<file path="config.mk">
export PLATFORM = sky130hd
export DESIGN_NAME = fir_ap_ctrl
export DESIGN_NICKNAME = d
export VERILOG_FILES = /design/src/rtl/fir_ap_ctrl.sv
export SDC_FILE = /design/constraint.sdc
export NUM_CORES = 1
export LEC_CHECK = 0
export BUFFER_PORTS_ARGS = -buffer_cell sky130_fd_sc_hd__buf_2
export CAP_MARGIN = 10
export CORE_AREA = 3 3 187 263
export DETAILED_ROUTE_END_ITERATION = 8
export DIE_AREA = 0 0 190 266
export GPL_TIMING_DRIVEN = 0
export PLACE_DENSITY = 0.47
export SYNTH_ARGS = -nofsm -noshare
export SYNTH_HDL_FRONTEND = slang
export SYNTH_SLANG_ARGS = --single-unit
</file>
<file path="constraint.sdc">
create_clock -name axis_clk -period 6.5 [get_ports axis_clk]
set_clock_uncertainty 0.15 [all_clocks]
set_input_delay 0.65 -clock axis_clk [delete_from_list [all_inputs] [get_ports axis_clk]]
set_output_delay 0.65 -clock axis_clk [all_outputs]
set_load 0.03 [all_outputs]
</file>
<file path="src/rtl/fir_ap_ctrl.sv">
// ---------------------------------------------------------------------------
// fir_ap_ctrl
// Block-level sequencer for the FIR core. Holds the ap_ctrl status bits, the
// data_length and tap_num configuration registers, and walks the
// IDLE -> CLEAR -> RUN -> DONE flow for one filtering run.
//
// Ports
//   axis_clk, axis_rst        : clock, synchronous active-high reset
//   cfg_wen/waddr/wdata       : one-cycle register write from the AXI-Lite decoder
//   cfg_ren/raddr             : one-cycle register read strobe
//   cfg_rdata/cfg_rvalid      : registered read data, valid the cycle after cfg_ren
//   ss_hs, sm_hs              : input / output stream handshakes seen by the engine
//   ss_allow                  : engine may accept input samples
//   eng_en                    : MAC engine enable
//   clr_we, clr_addr          : data-RAM zeroing write enable and byte address
//   tap_lock                  : tap RAM writes from AXI-Lite must be dropped
//   sm_tlast                  : current output sample is the last of the run
//   tap_num                   : active tap count to the engine
// ---------------------------------------------------------------------------
module fir_ap_ctrl #(
  parameter int pADDR_WIDTH = 12,
  parameter int pDATA_WIDTH = 32,
  parameter int pMAX_TAP    = 32
) (
  input  logic                   axis_clk,
  input  logic                   axis_rst,
  input  logic                   cfg_wen,
  input  logic [pADDR_WIDTH-1:0] cfg_waddr,
  input  logic [pDATA_WIDTH-1:0] cfg_wdata,
  input  logic                   cfg_ren,
  input  logic [pADDR_WIDTH-1:0] cfg_raddr,
  output logic [pDATA_WIDTH-1:0] cfg_rdata,
  output logic                   cfg_rvalid,
  input  logic                   ss_hs,
  input  logic                   sm_hs,
  output logic                   ss_allow,
  output logic                   eng_en,
  output logic                   clr_we,
  output logic [pADDR_WIDTH-1:0] clr_addr,
  output logic                   tap_lock,
  output logic                   sm_tlast,
  output logic [pDATA_WIDTH-1:0] tap_num
);

  localparam logic [1:0] S_IDLE  = 2'd0;
  localparam logic [1:0] S_CLEAR = 2'd1;
  localparam logic [1:0] S_RUN   = 2'd2;
  localparam logic [1:0] S_DONE  = 2'd3;

  localparam logic [pADDR_WIDTH-1:0] ADDR_CTRL = pADDR_WIDTH'(8'h00);
  localparam logic [pADDR_WIDTH-1:0] ADDR_LEN  = pADDR_WIDTH'(8'h10);
  localparam logic [pADDR_WIDTH-1:0] ADDR_TAP  = pADDR_WIDTH'(8'h14);

  localparam logic [pDATA_WIDTH-1:0] D_ZERO = {pDATA_WIDTH{1'b0}};
  localparam logic [pDATA_WIDTH-1:0] D_ONE  = pDATA_WIDTH'(1'b1);
  localparam logic [pDATA_WIDTH-1:0] D_MAXT = pDATA_WIDTH'(pMAX_TAP);
  localparam logic [pADDR_WIDTH-1:0] A_ZERO = {pADDR_WIDTH{1'b0}};
  localparam logic [pADDR_WIDTH-1:0] A_STEP = pADDR_WIDTH'(3'd4);

  logic [1:0]             r_state;
  logic [pDATA_WIDTH-1:0] r_data_length;
  logic [pDATA_WIDTH-1:0] r_tap_num;
  logic                   r_ap_done;
  logic                   r_ap_idle;
  logic [pDATA_WIDTH-1:0] r_in_cnt;
  logic [pDATA_WIDTH-1:0] r_out_cnt;
  logic [pDATA_WIDTH-1:0] r_clr_cnt;
  logic [pADDR_WIDTH-1:0] r_clr_addr;
  logic                   r_clr_we;
  logic                   r_eng_en;
  logic                   r_ss_allow;
  logic                   r_sm_tlast;
  logic                   r_tap_lock;
  logic [pDATA_WIDTH-1:0] r_rdata;
  logic                   r_rvalid;

  logic                   w_idle;
  logic                   w_start;
  logic                   w_wr_len;
  logic                   w_wr_tap;
  logic [pDATA_WIDTH-1:0] w_tap_sat;
  logic                   w_ctrl_rd;
  logic                   w_in_hs;
  logic                   w_out_hs;
  logic [pDATA_WIDTH-1:0] w_in_cnt_nxt;
  logic [pDATA_WIDTH-1:0] w_out_cnt_nxt;
  logic [pDATA_WIDTH-1:0] w_len_m1;
  logic                   w_last_out;
  logic                   w_clr_last;

  assign cfg_rdata  = r_rdata;
  assign cfg_rvalid = r_rvalid;
  assign ss_allow   = r_ss_allow;
  assign eng_en     = r_eng_en;
  assign clr_we     = r_clr_we;
  assign clr_addr   = r_clr_addr;
  assign tap_lock   = r_tap_lock;
  assign sm_tlast   = r_sm_tlast;
  assign tap_num    = r_tap_num;

  // Register decode, handshake qualification and next-count values.
  always_comb begin
    w_idle    = (r_state == S_IDLE);
    w_start   = cfg_wen && (cfg_waddr == ADDR_CTRL) && cfg_wdata[0] && w_idle;
    w_wr_len  = cfg_wen && (cfg_waddr == ADDR_LEN) && w_idle;
    w_wr_tap  = cfg_wen && (cfg_waddr == ADDR_TAP) && w_idle;
    if (cfg_wdata > D_MAXT) begin
      w_tap_sat = D_MAXT;
    end else begin
      w_tap_sat = cfg_wdata;
    end
    w_ctrl_rd = cfg_ren && (cfg_raddr == ADDR_CTRL);
    // Input handshakes only count while the engine was told it may accept,
    // so in_cnt can never run past data_length.
    w_in_hs       = ss_hs && r_ss_allow && (r_state == S_RUN);
    w_out_hs      = sm_hs && (r_state == S_RUN);
    w_in_cnt_nxt  = r_in_cnt + pDATA_WIDTH'(w_in_hs);
    w_out_cnt_nxt = r_out_cnt + pDATA_WIDTH'(w_out_hs);
    w_len_m1      = r_data_length - D_ONE;
    w_last_out    = w_out_hs && (r_out_cnt == w_len_m1);
    // tap_num=0 still spends one CLEAR cycle, with no writes issued.
    w_clr_last    = (r_tap_num == D_ZERO) || ((r_clr_cnt + D_ONE) == r_tap_num);
  end

  // Configuration registers; writable only while idle.
  always_ff @(posedge axis_clk) begin
    if (axis_rst) begin
      r_data_length <= D_ZERO;
      r_tap_num     <= D_ZERO;
    end else begin
      if (w_wr_len) begin
        r_data_length <= cfg_wdata;
      end else begin
        r_data_length <= r_data_length;
      end
      if (w_wr_tap) begin
        r_tap_num <= w_tap_sat;
      end else begin
        r_tap_num <= r_tap_num;
      end
    end
  end

  // Sequencer: state, counters, clear walk and engine-facing controls.
  always_ff @(posedge axis_clk) begin
    if (axis_rst) begin
      r_state    <= S_IDLE;
      r_ap_idle  <= 1'b1;
      r_in_cnt   <= D_ZERO;
      r_out_cnt  <= D_ZERO;
      r_clr_cnt  <= D_ZERO;
      r_clr_addr <= A_ZERO;
      r_clr_we   <= 1'b0;
      r_eng_en   <= 1'b0;
      r_ss_allow <= 1'b0;
      r_sm_tlast <= 1'b0;
      r_tap_lock <= 1'b0;
    end else begin
      case (r_state)
        S_IDLE: begin
          if (w_start) begin
            r_state    <= S_CLEAR;
            r_ap_idle  <= 1'b0;
            r_tap_lock <= 1'b1;
            r_in_cnt   <= D_ZERO;
            r_out_cnt  <= D_ZERO;
            r_clr_cnt  <= D_ZERO;
            r_clr_addr <= A_ZERO;
            r_clr_we   <= (r_tap_num != D_ZERO);
          end else begin
            r_state <= S_IDLE;
          end
        end
        S_CLEAR: begin
          if (w_clr_last) begin
            r_clr_we <= 1'b0;
            if (r_data_length != D_ZERO) begin
              r_state    <= S_RUN;
              r_eng_en   <= 1'b1;
              r_ss_allow <= 1'b1;
              r_sm_tlast <= (r_data_length == D_ONE);
            end else begin
              r_state <= S_DONE;
            end
          end else begin
            r_clr_cnt  <= r_clr_cnt + D_ONE;
            r_clr_addr <= r_clr_addr + A_STEP;
          end
        end
        S_RUN: begin
          r_in_cnt  <= w_in_cnt_nxt;
          r_out_cnt <= w_out_cnt_nxt;
          if (w_last_out) begin
            r_state    <= S_DONE;
            r_eng_en   <= 1'b0;
            r_ss_allow <= 1'b0;
            r_sm_tlast <= 1'b0;
          end else begin
            r_ss_allow <= (w_in_cnt_nxt < r_data_length);
            r_sm_tlast <= (w_out_cnt_nxt == w_len_m1);
          end
        end
        S_DONE: begin
          r_state    <= S_IDLE;
          r_ap_idle  <= 1'b1;
          r_eng_en   <= 1'b0;
          r_tap_lock <= 1'b0;
        end
        default: begin
          r_state <= S_IDLE;
        end
      endcase
    end
  end

  // ap_done: set when leaving DONE, cleared by start or by a read that saw it.
  // A read racing the set edge returns the old 0 and leaves the bit set.
  always_ff @(posedge axis_clk) begin
    if (axis_rst) begin
      r_ap_done <= 1'b0;
    end else if (r_state == S_DONE) begin
      r_ap_done <= 1'b1;
    end else if (w_start) begin
      r_ap_done <= 1'b0;
    end else if (w_ctrl_rd && r_ap_done) begin
      r_ap_done <= 1'b0;
    end else begin
      r_ap_done <= r_ap_done;
    end
  end

  // Registered read port.
  always_ff @(posedge axis_clk) begin
    if (axis_rst) begin
      r_rdata  <= D_ZERO;
      r_rvalid <= 1'b0;
    end else begin
      r_rvalid <= cfg_ren;
      if (cfg_ren) begin
        case (cfg_raddr)
          ADDR_CTRL: r_rdata <= pDATA_WIDTH'({r_ap_idle, r_ap_done, 1'b0});
          ADDR_LEN:  r_rdata <= r_data_length;
          ADDR_TAP:  r_rdata <= r_tap_num;
          default:   r_rdata <= D_ZERO;
        endcase
      end else begin
        r_rdata <= r_rdata;
      end
    end
  end

endmodule
</file>
==> out/metrics.yaml <==
clock_network:
  postCtsHoldBufs: 0
  cts_num_sinks: 212
  cts_tree: "done"
  clkTransAtPathRegs_ns: 0.06
  clockBufferDepth: 3
  htree_levels: 1
  post-cts-setup-buffers: 0
  cts_root_buffer: "clkbuf_16"
  cts-buffers-inserted: 26
  clock_latency_ns: 0.56
  post_cts_resized: 0
floorplanning:
  core_um2: 46930
  die_w_um: 190
  boundaryPins: 144
  rows: 94
  die_area_um2: 50540
  start_util_pct: 29.93
  die_y_um: 266
yosys:
  yosys.cell_types.count: 78
  synth-seq-cells: 212
  yosysWarnings: 0
  syn_avg_cell_area_um2: 7.425
  yosys-top-cells-area: "dfxtp_1 30%, xnor2_1 6.4%, nand2_1 6.2%, nor2_1 5.5%, a21oi_1 5.3%"
  synthArstFlopShare_pct: 0
  synth_area_leader_cell: "dfxtp_1"
  ys_seq_area_share_pct: 30.21
  synth_edf_count: 0
  syn_area_um2: 14050
  synth_top_area_share_pct: 30.21
  ys.flop_type: "dfxtp_1"
  synth_cells: 1892
timing:
  min_period_ns: 5.882
  setup_viol: 0
  worst_pin_slew_ns: 1.036
  setup-tns-final_ns: 0
  rsz0062_at_grt: "false"
  fin_crit_sh_pct: 90.49
  slew_violations: 0
  finalHoldViolCount: 0
  max_freq_mhz: 170.0
  slew_headroom_pct: 30.33
  layout_setup_ws_ns: 0.6180
global_route:
  met3_usage_pct: 2.474
  grt_max_degree: 13
  top_usage_layer: "met2"
  grt_overflow_total: 0
  track_usage_pct: 22.21
  antenna_found_initial: 1
  grt_util_met2_pct: 42.34
  grt_pass1_wl_mm: 86.12
  use_met1_pct: 24.40
  grt_pass1_vias: 13971
job:
  maxCapViolCount: 0
worst_setup_path:
  path_class: "reg2reg"
  path_buf_inv: 3
  critPathTopFamily: "simple AND/OR/NAND/NOR gates"
  cp_slowest_cell: "nor4_1"
  arrival_ns: 6.19
  required_ns: 6.81
  path_cells: "inv_1 > ha_1 > clkbuf_1 > clkbuf_1 > and3_1 > ha_1 > nand3_1 > nor2_1 > nand3_1 > nor4_1 > nand2_1 > xnor2_1 > ha_1 > a21o_1 > a21o_1 > a21o_1 > a21o_1 > a21oi_1 > o21ai_0 > a21oi_1 > nand3_1 > a211oi_1"
  end_kind: "flip-flop"
  crit_top_cell: "a21o_1"
  cp-start-kind: "flip-flop"
  cp_slowest_stage_delay_ns: 0.60
  crit_fanout: 10
routing:
  wl_per_cell_um: 21.49
  wl_mm: 58.19
  drt_iter0_drc: 913
  post-route-drc-count: 0
  first_pass_iters: 6
  via_per_inst: 5.369
  via_count: 14533
  ant_nets: 0
final_layout:
  layout_common_cells: "233 x nand2_1, 212 x dfxtp_1, 207 x nor2_1"
  ff_latch_area_um2: 4244
  multiInputGateArea_um2: 8930
  mostFrequentLayoutCell: "nand2_1"
  drive_above_1_share_pct: 12.30
  nFillCells: 5014
  areaGrowthSynthToFinish_pct: 17.15
  fin_nets: 2167
power:
  p_per_area_nw_per_um2: 180.6
  total_power_uw: 2972
  p_leak_uw: 0.006100
  ir_worst_vdd_mv: 0.1969
placement:
  routabilityCongestion: 0.9162
  dp_hpwl_mm: 46.20
  dp_slack_ns: 0.6761
  place.port_buffers: 140
run_status:
  status: "finished, final reports clean"
min_path:
  min_path_type: "in2reg"
-- cell type report --
type	instances	share of cell area [%]
buffer	129	3.467
clock buffer	39	4.805
inverter	82	1.870
clock inverter	9	0.7603
sequential	212	25.79
multi-input combinational	1470	54.26
antenna	1	0.01521
tap	624	4.744
timing repair buffer	141	4.288
-- through the flow --
stage	utilization, %	hold slack [ns]	instance area, um^2	std cells
after floorplan	-	0.2718	14050	1893
after global placement	33.10	0.2974	15530	2657
after detailed placement	33.10	0.3060	15530	2657
after CTS	35.05	0.1682	16450	2705
after global routing	35.06	0.1812	16450	2706
final	35.07	0.1972	16460	2707
-- Yosys cell counts (5+ instances only) --
| library cell | instances |
|---|---|
| o21ai_0 | 38 |
| nor4b_1 | 6 |
| nor2b_1 | 5 |
| o221ai_1 | 11 |
| nand3b_1 | 5 |
| o221ai_2 | 5 |
| ha_1 | 43 |
| o22ai_2 | 7 |
| a31oi_1 | 14 |
| a21o_1 | 17 |
| and4_1 | 13 |
| or2_2 | 9 |
| inv_1 | 81 |
| o211ai_1 | 5 |
| a21oi_1 | 150 |
| o2111ai_1 | 6 |
| or4_1 | 16 |
| and2_1 | 11 |
| and3_1 | 52 |
| nand4_1 | 60 |
| nand4b_1 | 5 |
| nand3_1 | 97 |
| a22oi_1 | 47 |
| a21boi_0 | 6 |
| nor2_1 | 207 |
| nor3_1 | 71 |
| mux2i_1 | 14 |
| o31ai_1 | 6 |
| buf_4 | 6 |
| xor2_1 | 52 |
| xnor2_1 | 102 |
| buf_6 | 6 |
| o21ai_1 | 6 |
| or3_1 | 21 |
| clkbuf_1 | 100 |
| nor4_1 | 47 |
| a211oi_1 | 11 |
| buf_2 | 15 |
| nand2_1 | 233 |
| nand2b_1 | 13 |
| dfxtp_1 | 212 |
-- state kept, by name (all words and copies together), names as in the netlist --
signal         cells
r_ap_idle          1
r_state            2
r_ap_done          1
tap_num           32
eng_en             1
ss_allow           1
r_out_cnt         32
sm_tlast           1
tap_lock           1
r_clr_cnt         32
clr_addr          10
r_in_cnt          32
r_data_length     32
cfg_rvalid         1
cfg_rdata         32
clr_we             1
-- where the power goes --
part	switching [uW]	total, uW	leakage (uW)	internal (uW)
combinational	67.9	91.9	0.00395	24.0
clock	625	1580	0.000447	956
sequential	0.117	1300	0.00171	1300
total	693	2970	0.00610	2280
-- kinds of logic (layout without fill, tap and decap cells) --
logic type	count (synthesis)	after routing	share of synthesized area [%]
and+or+nand+nor	894	894	32.03
AOI/OAI and AO/OA	359	359	16.62
DFF	212	212	30.21
buffers and inverters	211	400	6.253
xor gates and xnor gates	155	155	9.762
adders and majority gates	43	43	3.830
muxes	17	17	1.265
other	1	3	0.02670
-- worst register-to-register path, stage by stage, from the launching register on --
cell and delay [ns]:
dfxtp_1 0.34, inv_1 0.08, ha_1 0.14, clkbuf_1 0.56, clkbuf_1 0.46, and3_1 0.24, ha_1 0.17, nand3_1 0.20
nor2_1 0.38, nand3_1 0.27, nor4_1 0.60, nand2_1 0.15, xnor2_1 0.27, ha_1 0.30, a21o_1 0.16, a21o_1 0.19
a21o_1 0.17, a21o_1 0.17, a21oi_1 0.16, o21ai_0 0.12, a21oi_1 0.14, nand3_1 0.14, a211oi_1 0.22
-- layer usage --
metal  routed length, um  vias up
li1                    -     7073
met1               22020     6891
met2               30490      450
met3                2901      119
met4                2782        0
met5                   0        -
-- worst paths after layout --
path                                          startpoint                             end  slack, ns  depth (start not counted)
worst max register to register   r_state[0]$_SDFFE_PP0P_           ss_allow$_SDFFE_PP0P_       0.62                         22
worst min-delay path                       cfg_wdata[22]  r_data_length[22]$_SDFFE_PP0P_       0.20                          3
worst max-delay path             r_state[0]$_SDFFE_PP0P_           ss_allow$_SDFFE_PP0P_       0.62                         22
worst min register to register  r_in_cnt[0]$_SDFFE_PP0P_        r_in_cnt[0]$_SDFFE_PP0P_       0.31                          2
No activity file was read; power rests on OpenSTA's default activity.
